[src/rtl/pipe_stage_reg_if.sv]
`default_nettype none
// ============================================================================
// Module      : pipe_stage_reg_if
// Description : Handshake, payload and control bundle for pipe_stage_reg.
// Revision    : 1.0 - initial release
// ============================================================================
interface pipe_stage_reg_if #(
    parameter int XLEN   = 64,
    parameter int NFIELD = 4,
    parameter int CNT_W  = 16
) ();
    logic                   in_valid;
    logic                   in_ready;
    logic [NFIELD*XLEN-1:0] in_data;
    logic                   out_valid;
    logic                   out_ready;
    logic [NFIELD*XLEN-1:0] out_data;
    logic                   stall;
    logic                   flush;
    logic [CNT_W-1:0]       bubble_cnt;
    logic                   bubble_clr;

    modport slave (
        input  in_valid, in_data, out_ready, stall, flush, bubble_clr,
        output in_ready, out_valid, out_data, bubble_cnt
    );

    modport master (
        output in_valid, in_data, out_ready, stall, flush, bubble_clr,
        input  in_ready, out_valid, out_data, bubble_cnt
    );
endinterface
`default_nettype wire

[src/rtl/pipe_stage_reg.sv]
`default_nettype none
// ============================================================================
// Module      : pipe_stage_reg
// Description : Parametrised pipeline register with 2-entry skid buffer,
//               stall, masked flush and saturating bubble counter.
// Revision    : 1.0 - initial release
// ============================================================================
module pipe_stage_reg #(
    parameter int                XLEN      = 64,
    parameter int                NFIELD    = 4,
    parameter logic [NFIELD-1:0] HOLD_MASK = 4'b0001,
    parameter int                CNT_W     = 16
) (
    input  wire logic        clk,
    input  wire logic        rst,
    pipe_stage_reg_if.slave  bus
);

    localparam int             c_dw      = NFIELD * XLEN;
    localparam logic [CNT_W-1:0] c_cnt_one = {{(CNT_W-1){1'b0}}, 1'b1};
    localparam logic [CNT_W-1:0] c_cnt_max = {CNT_W{1'b1}};

    typedef enum logic [1:0] {
        S_EMPTY = 2'd0,
        S_ONE   = 2'd1,
        S_TWO   = 2'd2
    } state_t;

    state_t            r_state;
    state_t            w_state_nxt;
    logic [c_dw-1:0]   r_main;
    logic [c_dw-1:0]   r_skid;
    logic [c_dw-1:0]   w_main_nxt;
    logic [c_dw-1:0]   w_skid_nxt;
    logic [c_dw-1:0]   w_hold_bits;
    logic [CNT_W-1:0]  r_bubble;
    logic              w_in_ready;
    logic              w_out_valid;
    logic              w_in_fire;
    logic              w_out_fire;

    // Expand the per-field hold mask to a bit mask applied to main on flush.
    for (genvar i = 0; i < NFIELD; i++) begin : g_hold_mask
        assign w_hold_bits[i*XLEN +: XLEN] = HOLD_MASK[i] ? {XLEN{1'b1}} : {XLEN{1'b0}};
    end

    // Both decoded straight from state flops: no path from out_ready to in_ready.
    assign w_in_ready  = (r_state != S_TWO);
    assign w_out_valid = (r_state != S_EMPTY);
    assign w_in_fire   = bus.in_valid & w_in_ready;
    assign w_out_fire  = w_out_valid & bus.out_ready & ~bus.stall;

    always_comb begin
        w_state_nxt = r_state;
        w_main_nxt  = r_main;
        w_skid_nxt  = r_skid;
        if (bus.flush) begin
            w_state_nxt = S_EMPTY;
            w_main_nxt  = r_main & w_hold_bits;
            w_skid_nxt  = '0;
        end else begin
            case (r_state)
                S_EMPTY: begin
                    if (w_in_fire) begin
                        w_main_nxt  = bus.in_data;
                        w_state_nxt = S_ONE;
                    end
                end
                S_ONE: begin
                    if (w_in_fire && w_out_fire) begin
                        w_main_nxt = bus.in_data;
                    end else if (w_in_fire) begin
                        w_skid_nxt  = bus.in_data;
                        w_state_nxt = S_TWO;
                    end else if (w_out_fire) begin
                        w_state_nxt = S_EMPTY;
                    end
                end
                S_TWO: begin
                    if (w_out_fire) begin
                        w_main_nxt  = r_skid;
                        w_state_nxt = S_ONE;
                    end
                end
                default: w_state_nxt = S_EMPTY;
            endcase
        end
    end

    always_ff @(posedge clk or posedge rst) begin
        if (rst) begin
            r_state <= S_EMPTY;
            r_main  <= '0;
            r_skid  <= '0;
        end else begin
            r_state <= w_state_nxt;
            r_main  <= w_main_nxt;
            r_skid  <= w_skid_nxt;
        end
    end

    always_ff @(posedge clk or posedge rst) begin
        if (rst) begin
            r_bubble <= '0;
        end else if (bus.bubble_clr) begin
            r_bubble <= '0;
        end else if (!w_out_valid && (r_bubble != c_cnt_max)) begin
            r_bubble <= r_bubble + c_cnt_one;
        end
    end

    assign bus.in_ready   = w_in_ready;
    assign bus.out_valid  = w_out_valid;
    assign bus.out_data   = r_main;
    assign bus.bubble_cnt = r_bubble;

endmodule
`default_nettype wire

[src/flat_wrapper.sv]
// flat-port wrapper written by rule: the top's interface ports become plain ports
module pipe_stage_reg_flat 
#(
    parameter int                XLEN      = 64,
    parameter int                NFIELD    = 4,
    parameter logic [NFIELD-1:0] HOLD_MASK = 4'b0001,
    parameter int                CNT_W     = 16
)
  (clk, rst, bus_in_valid, bus_in_data, bus_out_ready, bus_stall, bus_flush, bus_bubble_clr, bus_in_ready, bus_out_valid, bus_out_data, bus_bubble_cnt);
  pipe_stage_reg_if #(.XLEN(XLEN), .NFIELD(NFIELD), .CNT_W(CNT_W)) bus_i ();
  input  wire logic clk;
  input  wire logic rst;
  input wire logic [$bits(bus_i.in_valid)-1:0] bus_in_valid;
  input wire logic [$bits(bus_i.in_data)-1:0] bus_in_data;
  input wire logic [$bits(bus_i.out_ready)-1:0] bus_out_ready;
  input wire logic [$bits(bus_i.stall)-1:0] bus_stall;
  input wire logic [$bits(bus_i.flush)-1:0] bus_flush;
  input wire logic [$bits(bus_i.bubble_clr)-1:0] bus_bubble_clr;
  output wire logic [$bits(bus_i.in_ready)-1:0] bus_in_ready;
  output wire logic [$bits(bus_i.out_valid)-1:0] bus_out_valid;
  output wire logic [$bits(bus_i.out_data)-1:0] bus_out_data;
  output wire logic [$bits(bus_i.bubble_cnt)-1:0] bus_bubble_cnt;
  assign bus_i.in_valid = bus_in_valid;
  assign bus_i.in_data = bus_in_data;
  assign bus_i.out_ready = bus_out_ready;
  assign bus_i.stall = bus_stall;
  assign bus_i.flush = bus_flush;
  assign bus_i.bubble_clr = bus_bubble_clr;
  assign bus_in_ready = bus_i.in_ready;
  assign bus_out_valid = bus_i.out_valid;
  assign bus_out_data = bus_i.out_data;
  assign bus_bubble_cnt = bus_i.bubble_cnt;
  pipe_stage_reg #(.XLEN(XLEN), .NFIELD(NFIELD), .HOLD_MASK(HOLD_MASK), .CNT_W(CNT_W)) u_core (.clk(clk), .rst(rst), .bus(bus_i));
endmodule
[config.mk]
export PLATFORM = sky130hd
export DESIGN_NAME = pipe_stage_reg_flat
export DESIGN_NICKNAME = d
export VERILOG_FILES = /design/src/rtl/pipe_stage_reg_if.sv /design/src/rtl/pipe_stage_reg.sv /design/src/flat_wrapper.sv
export SDC_FILE = /design/constraint.sdc
export NUM_CORES = 1
export LEC_CHECK = 0
export ABC_CLOCK_PERIOD_IN_PS = 21800
export BUFFER_PORTS_ARGS = -buffer_cell sky130_fd_sc_hd__buf_4
export CORE_MARGIN = 10
export CORE_UTILIZATION = 54
export DETAILED_ROUTE_END_ITERATION = 6
export GPL_TIMING_DRIVEN = 0
export PLACE_DENSITY = 0.81
export SLEW_MARGIN = 20
export SYNTH_ARGS = -nofsm -noshare
export SYNTH_HDL_FRONTEND = slang
export SYNTH_SLANG_ARGS = --single-unit
[constraint.sdc]
create_clock -name clk -period 21.8 [get_ports clk]
set_clock_uncertainty 0.05 [all_clocks]
set_input_delay 2.18 -clock clk [delete_from_list [all_inputs] [get_ports clk]]
set_output_delay 2.18 -clock clk [all_outputs]
set_load 0.05 [all_outputs]
After elaboration in Yosys (flattened, before gate mapping) --
Cells that the tools add are included. Widths: inputs -> output; s select.
Cells by class: reduce and logical (&&, ||, !) cells 14, mux-type cells 17, bitwise logic cells 5, add/subtract/negate cells 1, equal/unequal tests 13
Operator list (count):
- $mux 256 | 7
- $pmux 256 s3 | 1
- $mux 16 | 2
- $add 16x1->16 const B | 1
- $ne 16x16->1 const B | 1
- $mux 2 | 6
- $ne 3x2->1 const B | 3
- $reduce_and 4->1 | 2
- $reduce_bool 2->1 | 4
- $ne 2x1->1 const B | 3
- $pmux 2 s3 | 1
- $reduce_and 5->1 | 1
- $ne 2x2->1 const B | 2
- $ne 4x2->1 const B | 1
- $reduce_bool 4->1 | 1
- $and 1x1->1 | 3
- $ne 3x3->1 const B | 1
- $reduce_and 3->1 | 1
- $reduce_bool 3->1 | 1
- $eq 2x1->1 const B | 1
- $eq 2x2->1 const B | 1
- $logic_and 1x1->1 | 2
- $logic_not 2->1 | 1
- $not 1->1 | 2
- $logic_not 1->1 | 1
Storage, ports and cells: register bits after elaboration 530

Longest topological paths before layout --
Gate-level depths: netlist (run 1).
depth in word-level cells 8, gate-level depth with buffers 8, depth with buffers taken out 5

Worst setup path before layout (run 1) --
Ideal clock, no wire load.
kind register to output, from reg u_core.r_state[0], to out bus_in_ready, path buffers 4, path slack 18.255 ns, cell stages (with the launch flop) 6, arrival time 1.315 ns, cells stage by stage dfrtp_1 -> nand2b_1 -> buf_4 -> buf_6 -> buf_6 -> buf_2
On the way: word-level cells in the longest chain between the ends 1
Ends and longest elaborated chain:
- start: declaration | RTL line pipe_stage_reg.sv:29 | state_t r_state;
- start signal: assignment | RTL line pipe_stage_reg.sv:96 | r_state <= w_state_nxt;
- $ne 2x2->1 | RTL line pipe_stage_reg.sv:48 | assign w_in_ready = (r_state != S_TWO);
- end: declaration | RTL line flat_wrapper.sv:19 | output wire logic [$bits(bus_i.in_ready)-1:0] bus_in_ready;
No other way between the ends.

Final worst setup path (run 1) --
Same ends and word-level chain as after synthesis.

==> flow_metrics.env, run 1 <==
export IMPL_synth_area_leaders="dfrtp_1 (60%), a22o_1 (10%), mux2i_1 (8.8%)"
export IMPL_syn_cell_area_um2=22000
export IMPL_fp_coreArea_um2=40000
export IMPL_dp_hpwl_mm=51.8
export IMPL_drt_initial_drc_count=1499
export IMPL_crit_required_ps=19570
export IMPL_clock_latency_ps=590
export IMPL_syn_num_nets=1801
export IMPL_powerDensity_nw_per_um2=91.0
export IMPL_cp_end_kind="output port"
export IMPL_grt_util_met3_pct=8.79
export IMPL_worst_slew_pin_slew_ps=898
export IMPL_rows=73
export IMPL_global_route_usage_met1_pct=34.0
export IMPL_p_sw_mw=0.812
export IMPL_busiest_layer="met2"
export IMPL_syn_inst=1537
export IMPL_finalCriticalPeriod_ps=4740
export IMPL_viasPerCell=6.03
export IMPL_layout_cell_area_non_filler_um2=28600
export IMPL_ctsHoldBuffers=0
export IMPL_vias=16400
export IMPL_dp_cells=2604
export IMPL_cp_start_kind="register"
export IMPL_cts_sinks=530
export IMPL_switching_share_pct=31.2
export IMPL_yosys_area_top_type="dfrtp_1"
export IMPL_peakVddDrop_mv=0.0683
export IMPL_syn2layout_area_growth_pct=30.3
export IMPL_async_flop_share_pct=100
export IMPL_antenna_found_initial=17
export IMPL_p_seq_share_pct=42.5
export IMPL_status="finished clean"
export IMPL_layout_setup_ws_ps=17060
export IMPL_dr_pass1_iters=5
export IMPL_die_h_um=222
export IMPL_dpl_cell_area_um2=26800
export IMPL_synth_edf_count=0
export IMPL_gp_congestion=0.873
export IMPL_rsz0062_at_grt="no"
export IMPL_avgSynthCellArea_um2=14.3
export IMPL_initial_core_util_pct=54.9
export IMPL_fin_crit_sh_pct=21.7
export IMPL_ys_seq_elements=530
export IMPL_p_leak_nw=15.1
export IMPL_grt_pass1_vias=17700
export IMPL_grt_max_degree=106
export IMPL_seq_area_frac_synth_pct=60.4
export IMPL_synthMostInstantiatedCell="dfrtp_1"
export IMPL_grt_overflow_total=0
export IMPL_use_met2_pct=45.6
export IMPL_critPathKind="reg -> out"
export IMPL_power_mw=2.60
export IMPL_yosysWarnings=0
export IMPL_hold_violations=0
export IMPL_pwr_share_clk_pct=35.8
export IMPL_final_nets=2398
export IMPL_drive_above_1_share_pct=39.2
export IMPL_ant_nets=0
export IMPL_wl_mm=71.3
export IMPL_hold_slack_ps=441
export IMPL_slew_limit_headroom_pct=40.2
export IMPL_drc=0
export IMPL_synth_common_cells="dfrtp_1 (530), a22o_1 (256), mux2i_1 (193)"
export IMPL_hold_path_class="reg -> reg"
export IMPL_clkSlewWorstSetupHoldPaths_ps=60
export IMPL_wire_per_inst_um=26.3
export IMPL_track_usage_pct=28.0
export IMPL_cts_setup_buffers=0
export IMPL_synth_top_area_share_pct=60.4
export IMPL_synthFlopType="dfrtp_1"
export IMPL_nFillCells=2757
export IMPL_fin_cells=2712
export IMPL_root_buffer="clkbuf_16"
export IMPL_p_int_mw=1.79
export IMPL_dp_slack_ps=17360
export IMPL_drv_cap=0
export IMPL_numCtsBuffers=53
export IMPL_cts_resized=0
export IMPL_port_buffers=536
export IMPL_dieWidth_um=222
export IMPL_cts_tree="done"
export IMPL_setup_violations=0
export IMPL_ios=537
export IMPL_combPwrFrac_pct=21.7
export IMPL_grt_pass1_wl_mm=109
export IMPL_cp_max_fo=10
export IMPL_clock_fmax_ghz=0.211
export IMPL_htree_levels=2
export IMPL_drv_slew=0
export IMPL_worstPathArrival_ps=2510
export IMPL_cts_buffer_depth=3
export IMPL_dieArea_um2=49100
export IMPL_yosys_cell_types_count=39
-- worst paths after layout --
check | start | slack (ps) | endpoint | cells after the start
max in group asynchronous | rst | 18240 | u_core.bus.out_data[198] | 6
setup / recovery | u_core.r_state[0] | 17060 | bus_in_ready | 6
setup reg to reg | u_core.r_state[0] | 19180 | u_core.bus.out_data[122] | 7
hold reg to reg | u_core.bus.out_data[230] | 440 | u_core.bus.out_data[230] | 1
min in group asynchronous | rst | 1550 | u_core.bus.out_data[107] | 2
hold / removal | u_core.bus.out_data[230] | 440 | u_core.bus.out_data[230] | 1
-- cells by family after synthesis --
| logic type | share of synthesized area [%] |
|---|---|
| mux | 15.8 |
| flops | 60.4 |
| buf+inv | 3.32 |
| fa+ha+maj | 0.0570 |
| compound gates | 18.6 |
| simple gates | 1.76 |
-- power groups by stage --
stage	Sequential [mW]	Combinational [mW]	Clock (mW)
6_report	1.11	0.564	0.931
2_1_floorplan	1.32	0.147	0
4_1_cts	1.11	0.568	0.940
5_1_grt	1.11	0.590	0.982
3_5_place_dp	1.12	0.567	0
3_3_place_gp	1.12	0.553	0
-- critical path, cell delays in order, from the launching register on --
cell and delay (ps):
dfrtp_1 560, nand2b_1 160, buf_4 210, buf_6 190, buf_6 180, buf_2 320
buf_4 280
-- layout by cell type, fill, tap and decap left out, types with 2 or more instances in the layout --
master,instances
clkbuf_8,15
nand3_1,2
buf_4,540
a21oi_1,11
nor3_1,4
buf_16,6
nand2b_1,6
clkinv_2,7
a211oi_1,2
inv_1,2
o2bb2ai_1,192
nor2_1,13
a31oi_1,2
nand2_1,7
nand4_1,6
clkbuf_1,37
buf_2,102
dfrtp_1,530
mux2_1,30
nor2b_1,11
mux2i_1,193
o31ai_1,3
diode_2,13
a22o_1,256
or4_1,4
and3_1,2
mux2_2,107
bufinv_16,4
clkbuf_16,53
inv_6,2
buf_6,8
and4_1,2
-- metrics by stage --
step           setup TNS [ps]  util, %
2_1_floorplan               0        -
3_3_place_gp          -143470     66.6
3_5_place_dp                0     67.0
4_1_cts                     0     71.4
5_1_grt                     0     71.5
6_report                    0     71.5
-- registers in the layout, summed over array words and instances (netlist names) --
signal and cells:
u_core.r_state 2, u_core.bus.bubble_cnt 16, u_core.bus.out_data 256, u_core.r_skid 256
-- layout make-up --
cell class	instances	area (µm²)	share of cell area (%)
Inverter	3	18.8	0.0656
Timing Repair Buffer	542	4190	14.6
Antenna cell	13	32.5	0.114
Buffer	137	717	2.51
Clock buffer	82	1590	5.54
Tap cell	525	657	2.30
Multi-Input combinational cell	867	7970	27.9
Sequential cell	530	13300	46.4
Clock inverter	13	173	0.604
-- layer usage --
metal / vias up / wire length, µm
li1: 7116 / -
met1: 8485 / 28400
met2: 613 / 34700
met3: 128 / 5750
met4: 8 / 2490
met5: - / 58
Power figures use the tool's default switching activity.
==> run 2: changes to the inputs <==
- ABC_AREA: not set -> 1
- ABC_CLOCK_PERIOD_IN_PS: 21800 -> 4400
- CORE_UTILIZATION: 54 -> 55
- clock period: 21.8 -> 4.4 ns (I/O delays scaled with it)
==> flow_metrics.env, run 2 <==
export IMPL_status="finished clean"
export IMPL_critPathKind="reg -> out"
export IMPL_fp_coreArea_um2=43200
export IMPL_grt_overflow_total=0
export IMPL_fin_crit_sh_pct=65.1
export IMPL_min_delay_start="bus_in_data[58]"
export IMPL_worstPathArrival_ps=2370
export IMPL_final_common_cell="buf_4"
export IMPL_worstPathCellList="inv_2 > nor2_2 > inv_2 > buf_2 > buf_2 > buf_4"
export IMPL_syn_num_nets=2953
export IMPL_cts_tree="done"
export IMPL_cp_end_kind="output port"
export IMPL_clkSlewWorstSetupHoldPaths_ps=60
export IMPL_cp_max_fo=10
export IMPL_nFillCells=3346
export IMPL_setup_violations=0
export IMPL_dieArea_um2=52500
export IMPL_synthMostInstantiatedCell="dfrtp_1"
export IMPL_htree_levels=2
export IMPL_regToRegSetupSlack_ps=2280
export IMPL_dpl_cell_area_um2=29200
export IMPL_layout_cell_area_non_filler_um2=31100
export IMPL_syn_inst=2689
export IMPL_worst_slew_pin_slew_ps=924
export IMPL_track_usage_pct=31.7
export IMPL_cpPeakStageDelay_ps=420
export IMPL_dieWidth_um=229
export IMPL_dp_slack_ps=1980
export IMPL_seq_area_um2=13300
export IMPL_die_h_um=229
export IMPL_multiInputGateArea_um2=8590
export IMPL_finalCriticalPeriod_ps=2860
export IMPL_ios=537
export IMPL_r2r_end="u_core.bus.out_data[137]"
export IMPL_slowest_stage="buf_2"
export IMPL_grt_max_degree=36
export IMPL_antenna_found_initial=19
export IMPL_ys_seq_elements=530
export IMPL_syn2layout_area_growth_pct=29.2
export IMPL_peakVddDrop_mv=0.399
export IMPL_drv_cap=0
export IMPL_grt_pass1_vias=22700
export IMPL_final_core_util_pct=71.9
export IMPL_final_cell_mix="buf_4 (551), dfrtp_1 (530), nand3_1 (459)"
export IMPL_syn_cell_area_um2=24000
export IMPL_min_path_cells=3
export IMPL_cts_buffer_depth=3
export IMPL_synth_common_cells="dfrtp_1 (530), nand3_1 (459), nand2_1 (384)"
export IMPL_root_buffer="clkbuf_16"
export IMPL_drc=0
export IMPL_ant_nets=0
export IMPL_rsz0062_at_grt="no"
export IMPL_vias=22600
export IMPL_r2r_cells=7
export IMPL_synth_top_area_share_pct=55.2
export IMPL_port_buffers=536
export IMPL_wl_mm=85.4
export IMPL_numCtsBuffers=56
export IMPL_final_nets=3567
export IMPL_cts_sinks=530
export IMPL_dr_pass1_iters=5
export IMPL_r2r_start="u_core.r_state[1]"
export IMPL_drt_initial_drc_count=2239
export IMPL_grt_pass1_wl_mm=132
export IMPL_rows=76
export IMPL_wire_per_inst_um=21.6
export IMPL_powerDensity_nw_per_um2=456
export IMPL_hold_path_class="in -> reg"
export IMPL_layout_setup_ws_ps=1540
export IMPL_finalSetupTns_ps=0
export IMPL_viasPerCell=5.74
export IMPL_synth_area_leaders="dfrtp_1 (55%), nand3_1 (9.6%), o21a_1 (8.0%)"
export IMPL_gp_congestion=0.922
export IMPL_seq_area_frac_synth_pct=55.2
export IMPL_slew_limit_headroom_pct=38.4
export IMPL_crit_required_ps=3910
export IMPL_synth_edf_count=0
export IMPL_yosys_area_top_type="dfrtp_1"
export IMPL_drive_above_1_share_pct=23.7
export IMPL_initial_core_util_pct=55.7
export IMPL_holdPathEnd="u_core.r_skid[58]"
export IMPL_async_flop_share_pct=100
export IMPL_drv_slew=0
export IMPL_clock_latency_ps=600
export IMPL_hold_violations=0
export IMPL_yosys_cell_types_count=27
export IMPL_avgSynthCellArea_um2=8.94
export IMPL_clock_fmax_ghz=0.349
export IMPL_yosysWarnings=0
export IMPL_dp_hpwl_mm=64.3
export IMPL_cp_start_kind="register"
export IMPL_synthFlopType="dfrtp_1"
export IMPL_p_leak_nw=15.2
run 2: critical path, delay by kind of cell, from the launching register on:
family	cells	cell delay, ps
simple gates	1	50
buf+inv	5	1330
flops	1	390
run 2: layout make-up:
cell class | count | share of cell area [%]
Antenna cell | 17 | 0.137
Buffer | 220 | 3.77
Clock buffer | 86 | 5.36
Clock inverter | 16 | 0.508
Inverter | 270 | 3.28
Multi-Input combinational cell | 1669 | 27.7
Sequential cell | 530 | 42.7
Tap cell | 585 | 2.36
Timing Repair Buffer | 556 | 14.2
run 2: cell families (layout without fill, tap and decap cells):
family                     count (synthesis)  after routing  share of synthesized area, %
AOI/OAI and AO/OA                        779            779                          18.9
xor gates and xnor gates                   4              4                         0.146
adders and majority gates                  1              1                        0.0520
buffers and inverters                    490           1148                          9.09
DFF                                      530            530                          55.2
other                                      0             17                             0
and+or+nand+nor                          885            885                          16.6
run 2: worst max-delay path by stage:
| stage | startpoint | end | slack [ps] | depth (start not counted) |
|---|---|---|---|---|
| 2_1_floorplan | rst | u_core.bus.bubble_cnt[0] | -3290 | 1 |
| 3_3_place_gp | rst | u_core.r_skid[22] | -6090 | 2 |
| 3_5_place_dp | bus_flush | u_core.r_skid[247] | 1980 | 6 |
| 4_1_cts | u_core.r_state[1] | bus_in_ready | 1540 | 6 |
| 5_1_grt | u_core.r_state[1] | bus_in_ready | 1470 | 6 |
| 6_report | u_core.r_state[1] | bus_in_ready | 1540 | 6 |
run 2: per-stage QoR:
stage	std cells	total power, mW	hold slack (ps)
after floorplan	2689	8.07	453
after global placement	3810	9.37	426
after detailed placement	3828	9.48	360
after CTS	3932	14.2	4.07
after global routing	3946	14.7	20.3
final	3949	14.2	29.9
run 2: repair_timing:
item	CTS	global route
endpoints found under the hold margin	36	0
hold buffers	2	0
setup buffers	0	0
resized for setup	0	0
run 2: per-layer routing:
layer / share of wire [%] / routed length [µm] / global-route usage, %
met5: 0.027 / 23 / 0
met4: 4.5 / 3850 / 15.0
met3: 9.4 / 8050 / 9.21
met2: 47 / 40300 / 50.7
met1: 39 / 33200 / 39.1
run 2: power by group:
group	leakage, nW	internal (mW)	switching [mW]
clock network	0.904	2.76	1.98
logic	7.34	1.13	2.59
registers	6.93	5.42	0.290
==> run 3: changes to the inputs <==
- ABC_CLOCK_PERIOD_IN_PS: 4400 -> 2400
- CORE_UTILIZATION: 55 -> 49
- PLACE_DENSITY: 0.81 -> 0.76
- clock period: 4.4 -> 2.4 ns (I/O delays scaled with it)
==> flow_metrics.env, run 3 (synthesis results as in run 2) <==
export IMPL_fp_coreArea_um2=48700
export IMPL_dp_cells=3906
export IMPL_hold_violations=0
export IMPL_worst_slew_pin_slew_ps=902
export IMPL_worstPathArrival_ps=2700
export IMPL_finalCriticalPeriod_ps=2230
export IMPL_fin_crit_sh_pct=92.8
export IMPL_path_common_cell="clkbuf_1"
export IMPL_peakVddDrop_mv=0.732
export IMPL_hold_slack_ps=49.0
export IMPL_slew_limit_headroom_pct=39.9
export IMPL_antenna_found_initial=12
export IMPL_crit_family="buffers and inverters"
export IMPL_grt_max_degree=36
export IMPL_root_buffer="clkbuf_16"
export IMPL_grt_overflow_total=0
export IMPL_dr_pass1_iters=5
export IMPL_path_depth=7
export IMPL_switching_share_pct=34.4
export IMPL_numCtsBuffers=56
export IMPL_p_int_mw=17.4
export IMPL_clock_fmax_ghz=0.449
export IMPL_htree_levels=2
export IMPL_r2r_start="u_core.r_state[1]"
export IMPL_final_nets=3824
export IMPL_crit_required_ps=2870
export IMPL_combPwrFrac_pct=27.3
export IMPL_p_leak_nw=16.3
export IMPL_slowest_stage="clkbuf_1"
export IMPL_dp_hpwl_mm=63.9
export IMPL_powerDensity_nw_per_um2=786
export IMPL_wire_per_inst_um=21.1
export IMPL_gp_congestion=0.918
export IMPL_ios=537
export IMPL_port_buffers=536
export IMPL_dieArea_um2=58300
export IMPL_p_seq_share_pct=39.5
export IMPL_drt_initial_drc_count=2138
export IMPL_crit_path_end="u_core.bus.out_data[221]"
export IMPL_track_usage_pct=30.2
export IMPL_final_common_cell="buf_4"
export IMPL_clkSlewWorstSetupHoldPaths_ps=60
export IMPL_power_mw=26.5
export IMPL_grt_pass1_vias=24600
export IMPL_vias=24100
export IMPL_cp_start_kind="input pin"
export IMPL_cp_end_kind="register"
export IMPL_regToRegSetupSlack_ps=190
export IMPL_dp_slack_ps=16.1
export IMPL_critPathKind="in -> reg"
export IMPL_fin_cells=4290
export IMPL_drv_cap=0
export IMPL_cts_sinks=530
export IMPL_syn2layout_area_growth_pct=40.5
export IMPL_critPathLaunch="bus_flush"
export IMPL_r2r_cells=6
export IMPL_drc=0
export IMPL_dieWidth_um=242
export IMPL_cp_max_fo=10
export IMPL_cts_tree="done"
export IMPL_pwr_share_clk_pct=33.2
export IMPL_initial_core_util_pct=49.3
export IMPL_die_h_um=242
export IMPL_grt_pass1_wl_mm=142
export IMPL_cp_buffers_inverters=5
export IMPL_rows=81
export IMPL_clock_latency_ps=610
export IMPL_wl_mm=90.5
export IMPL_cts_buffer_depth=3
export IMPL_status="finished clean"
export IMPL_drv_slew=0
export IMPL_hold_path_class="in -> reg"
export IMPL_final_cell_mix="buf_4 (552), dfrtp_1 (530), nand3_1 (459)"
export IMPL_layout_setup_ws_ps=173
export IMPL_ant_nets=0
export IMPL_cpPeakStageDelay_ps=720
export IMPL_drive_above_1_share_pct=22.1
export IMPL_viasPerCell=5.61
export IMPL_p_sw_mw=9.13
export IMPL_rsz0062_at_grt="no"
export IMPL_setup_violations=0
export IMPL_worstPathCellList="dlygate4sd3_1 > buf_4 > inv_2 > clkbuf_1 > clkbuf_1 > nand3_1 > o21ai_1"
export IMPL_final_core_util_pct=69.3
export IMPL_r2r_end="u_core.r_skid[5]"
run 3: final cells by class:
class	count	area [µm²]
fill	3638	15000
sequential	530	13300
multi-input combinational	1669	8590
timing repair buffer	814	6980
clock buffer	83	1670
buffer	219	1170
inverter	270	1020
tap	664	831
clock inverter	20	180
antenna	21	52.6
run 3: per-layer routing:
layer	global-route usage (%)	routed length [µm]	part of all wire, %
met5	0	0	0
met4	15.0	4860	5.4
met3	7.56	7570	8.4
met2	49.4	42800	47
met1	36.7	35300	39
run 3: what timing repair did:
action | 4_1_cts | 5_1_grt
hold endpoints to repair | 581 | 0
buffers inserted | 0 | 0
cloned | 0 | 0
hold buffers | 261 | 0
pin swaps | 0 | 0
setup endpoints to repair | 1 | 8
gates resized for setup | 2 | 3
run 3: worst min-delay path by stage:
stage	cells after the start	slack, ps	end	start
floorplan	1	250	u_core.r_state[1]	bus_flush
detailed placement	2	170	u_core.bus.bubble_cnt[1]	rst
global placement	2	360	u_core.r_state[1]	bus_flush
CTS	5	20	u_core.r_state[0]	bus_out_ready
finish	5	50	u_core.r_state[0]	bus_out_ready
global route	4	80	u_core.r_state[0]	bus_out_ready
run 3: stage by stage:
stage / instance area [µm²] / setup TNS, ps
after floorplan: 24000 / -2699870
after global placement: 28900 / -4152210
after detailed placement: 29200 / 0
after CTS: 33700 / 0
after global routing: 33700 / 0
final: 33800 / 0
run 3: tightest hold or removal path, cell delays in order:
cell and delay (ps):
buf_4 130, nand3_1 90, a21oi_1 60, o21ai_0 70
a21oi_1 70
run 3: power by group through the flow:
stage | logic (mW) | clock network (mW) | registers (mW)
floorplan | 2.14 | 0 | 12.6
global placement | 6.60 | 0 | 10.6
detailed placement | 6.77 | 0 | 10.6
CTS | 7.17 | 8.85 | 10.4
global route | 7.70 | 9.25 | 10.6
finish | 7.24 | 8.81 | 10.5
